`src/rtl/j1_io_fabric.sv`:
```
// j1_io_fabric
//   I/O interconnect between the J1 core and its memory-mapped peripherals.
//   The upper address byte selects one of N_SLAVES channels (or the internal
//   status page). Mapped accesses run through IDLE -> ACCESS -> [WAIT] -> DONE
//   and stall the CPU until DONE. Slaves flagged in ACK_MASK may insert wait
//   states with s_ack; a WAIT longer than TIMEOUT_CYCLES is aborted with 16'hDEAD.
//   Unmapped pages and the status page answer in zero wait states.
//
// Ports
//   sys_clk_i, sys_rst_i   clock, asynchronous active-low reset
//   j1_io_rd/wr/addr/dout  CPU strobes (held while stalled), address, write data
//   j1_io_din, j1_io_stall read data and hold request to the CPU
//   s_cs, s_rd, s_wr       one-hot slave select and slave strobes
//   s_addr, s_din          registered address / write data to the slaves
//   s_dout, s_ack          per-slave read data (16b slices) and completion
//   irq_err                OR of the sticky error bits
module j1_io_fabric #(
    parameter int                    N_SLAVES       = 10,
    parameter logic [N_SLAVES*8-1:0] PAGE_MAP       = {8'h65, 8'h64, 8'h6E, 8'h6D, 8'h6C,
                                                       8'h6B, 8'h6A, 8'h69, 8'h68, 8'h67},
    parameter logic [N_SLAVES-1:0]   ACK_MASK       = {N_SLAVES{1'b0}},
    parameter int                    TIMEOUT_CYCLES = 16,
    parameter logic [7:0]            STAT_PAGE      = 8'h7F
) (
    input  logic                     sys_clk_i,
    input  logic                     sys_rst_i,
    input  logic                     j1_io_rd,
    input  logic                     j1_io_wr,
    input  logic [15:0]              j1_io_addr,
    input  logic [15:0]              j1_io_dout,
    output logic [15:0]              j1_io_din,
    output logic                     j1_io_stall,
    output logic [N_SLAVES-1:0]      s_cs,
    output logic                     s_rd,
    output logic                     s_wr,
    output logic [15:0]              s_addr,
    output logic [15:0]              s_din,
    input  logic [N_SLAVES*16-1:0]   s_dout,
    input  logic [N_SLAVES-1:0]      s_ack,
    output logic                     irq_err
);
    localparam int KW = (N_SLAVES > 1) ? $clog2(N_SLAVES) : 1;
    localparam int TW = (TIMEOUT_CYCLES > 1) ? $clog2(TIMEOUT_CYCLES) : 1;

    localparam logic [1:0] S_IDLE   = 2'd0;
    localparam logic [1:0] S_ACCESS = 2'd1;
    localparam logic [1:0] S_WAIT   = 2'd2;
    localparam logic [1:0] S_DONE   = 2'd3;

    logic [1:0]    state_q, state_d;
    logic [KW-1:0] k_q, k_d;
    logic          wr_q, wr_d;
    logic [15:0]   addr_q, addr_d;
    logic [15:0]   wdat_q, wdat_d;
    logic [15:0]   rdata_q, rdata_d;
    logic [TW-1:0] tcnt_q, tcnt_d;
    logic          unm_q, unm_d;
    logic          tmo_q, tmo_d;
    logic          irq_q, irq_d;
    logic [7:0]    ecnt_q, ecnt_d;
    logic [15:0]   eaddr_q, eaddr_d;

    logic          strobe, is_stat, is_map, hit, ack_k;
    logic          set_unm, set_tmo, clr;
    logic [KW-1:0] hit_k;
    logic [15:0]   stat_rd;
    logic [15:0]   sdo [N_SLAVES];

    for (genvar g = 0; g < N_SLAVES; g++) begin : g_sdo
        assign sdo[g] = s_dout[g*16 +: 16];
    end

    // Page decode; scanning downwards lets the lowest matching slave win.
    always_comb begin
        hit   = 1'b0;
        hit_k = '0;
        for (int k = N_SLAVES - 1; k >= 0; k--) begin
            if (j1_io_addr[15:8] == PAGE_MAP[k*8 +: 8]) begin
                hit   = 1'b1;
                hit_k = KW'(k);
            end
        end
    end

    assign strobe  = j1_io_rd | j1_io_wr;
    assign is_stat = (j1_io_addr[15:8] == STAT_PAGE);
    assign is_map  = hit & ~is_stat;
    // Slaves without a real ack complete in ACCESS.
    assign ack_k   = s_ack[k_q] | ~ACK_MASK[k_q];

    always_comb begin
        case (j1_io_addr[3:0])
            4'd0:    stat_rd = {ecnt_q, 6'b0, unm_q, tmo_q};
            4'd1:    stat_rd = eaddr_q;
            4'd2:    stat_rd = {8'h00, 8'(N_SLAVES)};
            default: stat_rd = 16'h0000;
        endcase
    end

    always_comb begin
        state_d = state_q;
        k_d     = k_q;
        wr_d    = wr_q;
        addr_d  = addr_q;
        wdat_d  = wdat_q;
        rdata_d = rdata_q;
        tcnt_d  = tcnt_q;
        set_unm = 1'b0;
        set_tmo = 1'b0;
        clr     = 1'b0;
        case (state_q)
            S_IDLE: begin
                if (strobe) begin
                    if (is_stat) begin
                        clr = j1_io_wr && (j1_io_addr[3:0] == 4'd0);
                    end else if (is_map) begin
                        k_d     = hit_k;
                        wr_d    = j1_io_wr;  // rd&wr together is a write
                        addr_d  = j1_io_addr;
                        wdat_d  = j1_io_dout;
                        rdata_d = 16'h0000;
                        state_d = S_ACCESS;
                    end else begin
                        set_unm = 1'b1;
                    end
                end
            end
            S_ACCESS: begin
                if (ack_k) begin
                    if (!wr_q) rdata_d = sdo[k_q];
                    state_d = S_DONE;
                end else begin
                    tcnt_d  = '0;
                    state_d = S_WAIT;
                end
            end
            S_WAIT: begin
                if (ack_k) begin
                    if (!wr_q) rdata_d = sdo[k_q];
                    state_d = S_DONE;
                end else if (tcnt_q == TW'(TIMEOUT_CYCLES - 1)) begin
                    rdata_d = 16'hDEAD;
                    set_tmo = 1'b1;
                    state_d = S_DONE;
                end else begin
                    tcnt_d = tcnt_q + TW'(1);
                end
            end
            default: state_d = S_IDLE;
        endcase
    end

    // Error bookkeeping; a status clear beats any error raised in the same cycle.
    always_comb begin
        unm_d   = unm_q;
        tmo_d   = tmo_q;
        ecnt_d  = ecnt_q;
        eaddr_d = eaddr_q;
        if (clr) begin
            unm_d  = 1'b0;
            tmo_d  = 1'b0;
            ecnt_d = 8'd0;
        end else if (set_unm || set_tmo) begin
            if (set_unm) unm_d = 1'b1;
            if (set_tmo) tmo_d = 1'b1;
            if (ecnt_q != 8'hFF) ecnt_d = ecnt_q + 8'd1;
            eaddr_d = set_unm ? j1_io_addr : addr_q;
        end
        irq_d = unm_d | tmo_d;
    end

    always_ff @(posedge sys_clk_i or negedge sys_rst_i) begin
        if (!sys_rst_i) begin
            state_q <= S_IDLE;
            k_q     <= '0;
            wr_q    <= 1'b0;
            addr_q  <= 16'h0000;
            wdat_q  <= 16'h0000;
            rdata_q <= 16'h0000;
            tcnt_q  <= '0;
            unm_q   <= 1'b0;
            tmo_q   <= 1'b0;
            irq_q   <= 1'b0;
            ecnt_q  <= 8'd0;
            eaddr_q <= 16'h0000;
        end else begin
            state_q <= state_d;
            k_q     <= k_d;
            wr_q    <= wr_d;
            addr_q  <= addr_d;
            wdat_q  <= wdat_d;
            rdata_q <= rdata_d;
            tcnt_q  <= tcnt_d;
            unm_q   <= unm_d;
            tmo_q   <= tmo_d;
            irq_q   <= irq_d;
            ecnt_q  <= ecnt_d;
            eaddr_q <= eaddr_d;
        end
    end

    always_comb begin
        s_cs = '0;
        if (state_q == S_ACCESS || state_q == S_WAIT) s_cs[k_q] = 1'b1;
    end

    always_comb begin
        j1_io_din = 16'h0000;
        if (state_q == S_IDLE && strobe && is_stat && !j1_io_wr) j1_io_din = stat_rd;
        else if (state_q == S_DONE && !wr_q)                     j1_io_din = rdata_q;
    end

    assign j1_io_stall = (state_q == S_IDLE && strobe && is_map) ||
                         state_q == S_ACCESS || state_q == S_WAIT;
    assign s_rd    = (state_q == S_ACCESS) & ~wr_q;
    assign s_wr    = (state_q == S_ACCESS) &  wr_q;
    assign s_addr  = addr_q;
    assign s_din   = wdat_q;
    assign irq_err = irq_q;

endmodule

```
`config.mk`:
```
export PLATFORM = sky130hd
export DESIGN_NAME = j1_io_fabric
export DESIGN_NICKNAME = d
export VERILOG_FILES = /design/src/rtl/j1_io_fabric.sv
export SDC_FILE = /design/constraint.sdc
export NUM_CORES = 1
export LEC_CHECK = 0
export CORE_ASPECT_RATIO = 1.75
export CORE_MARGIN = 4
export CORE_UTILIZATION = 44
export DETAILED_ROUTE_END_ITERATION = 16
export GPL_TIMING_DRIVEN = 0
export PLACE_DENSITY = 0.92
export REMOVE_ABC_BUFFERS = 1
export SYNTH_ARGS = -nofsm -noshare
export SYNTH_HDL_FRONTEND = slang
export SYNTH_SLANG_ARGS = --single-unit
```
`constraint.sdc`:
```
create_clock -name sys_clk_i -period 3.6 [get_ports sys_clk_i]
set_input_delay 0.54 -clock sys_clk_i [delete_from_list [all_inputs] [get_ports sys_clk_i]]
set_output_delay 0.54 -clock sys_clk_i [all_outputs]
set_load 0.005 [all_outputs]
```
==> results.txt <==
Of the cells placed in the final design, the portion with a size suffix greater than 1 is 10.4%. STA classifies the critical path startpoint as an input pin. The first-pass iteration count of the detailed router is 7, and the largest net degree at the start of global routing is 66. After routing the design area is 8250 µm². The cell area after synthesis was 5200 µm²; the per-cell via count in the routed design was 5.82.

The met1 routed wirelength after detailed routing was 6400 µm; the count of pins on the block boundary was 268. The logs give 10200 µm for the routed length on met2 and 0 for the remaining routing DRC violations. TritonCTS built the clock tree. The class of the tightest hold or removal check was in2async.

The arrival time of the worst setup path was 3000 ps. Static timing analysis puts the maximum clock frequency at 283 MHz. The synthesis-to-finish area growth is 58.6%.

In this run, synthesis inferred 0 flip-flops with an integrated enable. The core box area is 11600 µm², and the clock edge transition at the registers on the reported setup and hold paths is 60 ps. The die covers 13700 µm². For the worst setup path, the data required time is 3060 ps. The mux contribution to synthesized area was 23.6%. The start-to-end type of the worst setup path is in2out. The final net count is 972, and the number of antenna violations at the first check in global routing is 0. Detailed routing placed a total of 1380 µm of wire on met3.

After the first detailed-routing iteration, the DRC count stood at 399. Power spread over the standard cell area amounts to 558 nW/µm². In the final layout, the multi-input gates occupy 2940 µm². The count of port buffers added during placement came out at 257. By area, the combinational part of the netlist is dominated by multiplexers. The maximum cell stage delay along the critical path works out to 590 ps.

The top cell type by area accounts for 39.4% of the synthesized area. The worst setup path is captured at an output pin. Max-cap violations in this run came to 0. The number of global-route vias before repair is 5461. From left edge to right edge, the die measures 90.2 µm. The antenna cell count was 0. After synthesis, flip-flops and latches occupy 39.4% of the total area.

The routed length per instance was 20.8 µm. By area the synthesized netlist is led by dfrtp_1 (39%), mux2i_1 (10%), nand2_1 (7.2%), mux4_2 (6.9%), o21ai_0 (4.9%). The total routing resource utilization after global routing is 26.9%, and the placed standard-cell area is 7820 µm². The tools report the routability congestion estimate as 0.939. Measured slew at the worst slew-check pin: 944 ps. For this run, the leading register cell type out of synthesis is dfrtp_1.

The root buffer cell chosen for the clock tree is clkbuf_16. Total number of H-tree levels: 3. Across all hold checks on the routed design, the worst slack comes to 74.6 ps. The largest total area in the synthesized netlist belongs to dfrtp_1. Once detail routing completed, the nets flagged for antenna violations numbered 0. Global routing finished with a remaining overflow of 0. The filler cells instantiated in the layout total 796.

For this design, the slowest cell found on the critical path is clkdlybuf4s50_1. The uppermost layer routed was met4. The initialized floorplan defines 52 standard-cell rows. Across the whole layout, storage elements account for 2060 µm².

Clock tree synthesis inserted a total of 9 buffers. The source-to-sink clock delay at the later pin of the worst-skew pair came out at 330 ps. In this run the tightest slew margin relative to its limit is 36.9%.

Hold repair after CTS inserted 0 buffers. The arithmetic-cell share of the synthesized area counting full adders, half adders and majority gates was 1.20%. Synthesis instantiated 58 different standard cells from the library. The number of pins with negative max-slew slack in the final report came out at 0. The share of flip-flops with an asynchronous set or reset was 100%; the overall power of the completed layout was 4.60 mW.

The commonest cells after synthesis are nand2_1 (100), dfrtp_1 (82), mux2i_1 (53). The first global-routing pass estimated 29500 µm of wire. The synthesized netlist devotes 15.2% of its cell area to compound gates. The logs give 0 for the setup violation total in the final timing report and 2 for the worst-case clock buffer depth. The run gives 71.3% as the core occupancy in the finished layout. The final route contains 5241 vias. After Yosys synthesis, and, or, nand and nor cells account for 15.4% of the synthesized area. The total negative slack for setup checks is 0 ps. Measured along the y axis, the die boundary spans 152 µm.

The leakage power of the design came out at 3.27 nW. The clock arrives with 4.41 ps of skew. The xor and xnor fraction of the mapped netlist area works out to 0.337%. For this design, the sink count on the clock tree is 82. The critical path goes through clkdlybuf4s50_1 -> and3b_1 -> nand4_1 -> buf_4 -> a2111o_1 -> o21ai_0 -> clkdlybuf4s50_1.

Synthesis produced 519 cells. In the finished design, the share of the clock period the worst path needs comes to 98.2%. The register bit total from synthesis works out to 82. The clock period minus final worst setup slack was 3540 ps.

Setup repair after global routing left no endpoint under its margin. The Yosys warning count is 0, and the total length of routed wires is 18700 µm. Averaged over all synthesized cells, the footprint is 10.0 µm². The initial core utilization came out at 44.9%. Along the worst path, the maximum fanout reaches 5. The most common cell in the synthesized netlist was nand2_1. Final hold violation count: 0.

The most frequent cell on the critical path is clkdlybuf4s50_1. Detailed placement ended at an HPWL of 14600 µm. The flow ran to the end, and the final reports show no timing, DRC or antenna violations. The peak supply drop is 416 µV.
==> flip-flops by register name, summed over array words and instances, names as in the netlist <==
signal and cells:
wr_q 1, state_q 2, rdata_q 16, tmo_q 1
s_addr 16, k_q 4, s_din 16, eaddr_q 16
unm_q 1, irq_err 1, ecnt_q 8
==> cell type report <==
cell class              instances  share of cell area [%]
clock inverters                 6                    1.38
clock buffers                  10                    2.90
repair buffers                268                    32.7
flip-flops and latches         82                    24.9
inverters                       9                   0.409
well taps                     135                    2.05
multi-input cells             391                    35.7
==> cells by family (layout without fill, tap and decap cells) <==
| logic type | after synthesis | after routing |
|---|---|---|
| and+or+nand+nor | 169 | 169 |
| AOI/OAI and AO/OA | 115 | 116 |
| muxes | 99 | 99 |
| DFF | 82 | 82 |
| buffers and inverters | 47 | 293 |
| adders and majority gates | 5 | 5 |
| xor gates and xnor gates | 2 | 2 |
==> metrics by stage <==
| step | std cells | setup WS [ps] |
|---|---|---|
| 6_report | 901 | 64.6 |
| 5_1_grt | 901 | 0.568 |
| 4_1_cts | 899 | 23.3 |
| 2_1_floorplan | 481 | -175 |
| 3_5_place_dp | 877 | -557 |
| 3_3_place_gp | 873 | -2050 |
==> final timing paths <==
check                               start  cells past startpoint  slack [ps]           end
hold reg to reg               eaddr_q[10]                      2         480   eaddr_q[10]
min in group sys_clk_i        eaddr_q[10]                      2         480   eaddr_q[10]
hold / removal                  sys_rst_i                      1          70    s_addr[11]
max in group asynchronous       sys_rst_i                      2        2930    s_addr[14]
setup / recovery           j1_io_addr[14]                      7          60  j1_io_din[0]
setup reg to reg                   k_q[3]                      5        1010    rdata_q[3]
==> cells in the final DEF (no fill, tap or decap), types with 3 or more instances in the layout <==
cell type          n
nand3_1           14
clkdlybuf4s50_1  251
o221ai_1          16
clkbuf_16          9
a21oi_1            6
nand2_1          100
dlygate4sd2_1      4
o21ai_1            5
o21ai_0           47
buf_4              8
mux2i_1           53
nor3_1             4
mux2_2            20
o41ai_1            3
inv_1              7
nor2_1            15
bufinv_16          3
mux2_1            10
nor2b_1            6
nand4_1            3
o2bb2ai_1         16
dfrtp_1           81
ha_1               4
a22oi_1            9
mux4_2            16
nand2b_1           4
==> power by group <==
part / switching, mW / internal, mW / total [mW]
clock: 0.360 / 0.697 / 1.06
sequential: 0.297 / 1.26 / 1.55
combinational: 0.949 / 1.04 / 1.99
total: 1.61 / 3.00 / 4.60
==> routing by layer <==
metal / track usage [%] / up-vias
met5: 0 / -
met4: 12.1 / 0
met3: 6.88 / 59
met2: 49.9 / 281
met1: 28.1 / 2506
li1: - / 2395
==> critical path: cells and delay by family <==
kind / cells / cell delay [ps]
compound gates: 2 / 650
buf+inv: 3 / 1300
simple gates: 2 / 490
==> repair_timing <==
action / 4_1_cts / 5_1_grt
gates resized for setup: 7 / 6
cloned: 1 / 0
setup buffers: 5 / 2
pin swaps: 2 / 3
hold endpoints to repair: 0 / 0
endpoints found under the setup margin: 16 / 7
(Power assumes the default switching activity.)
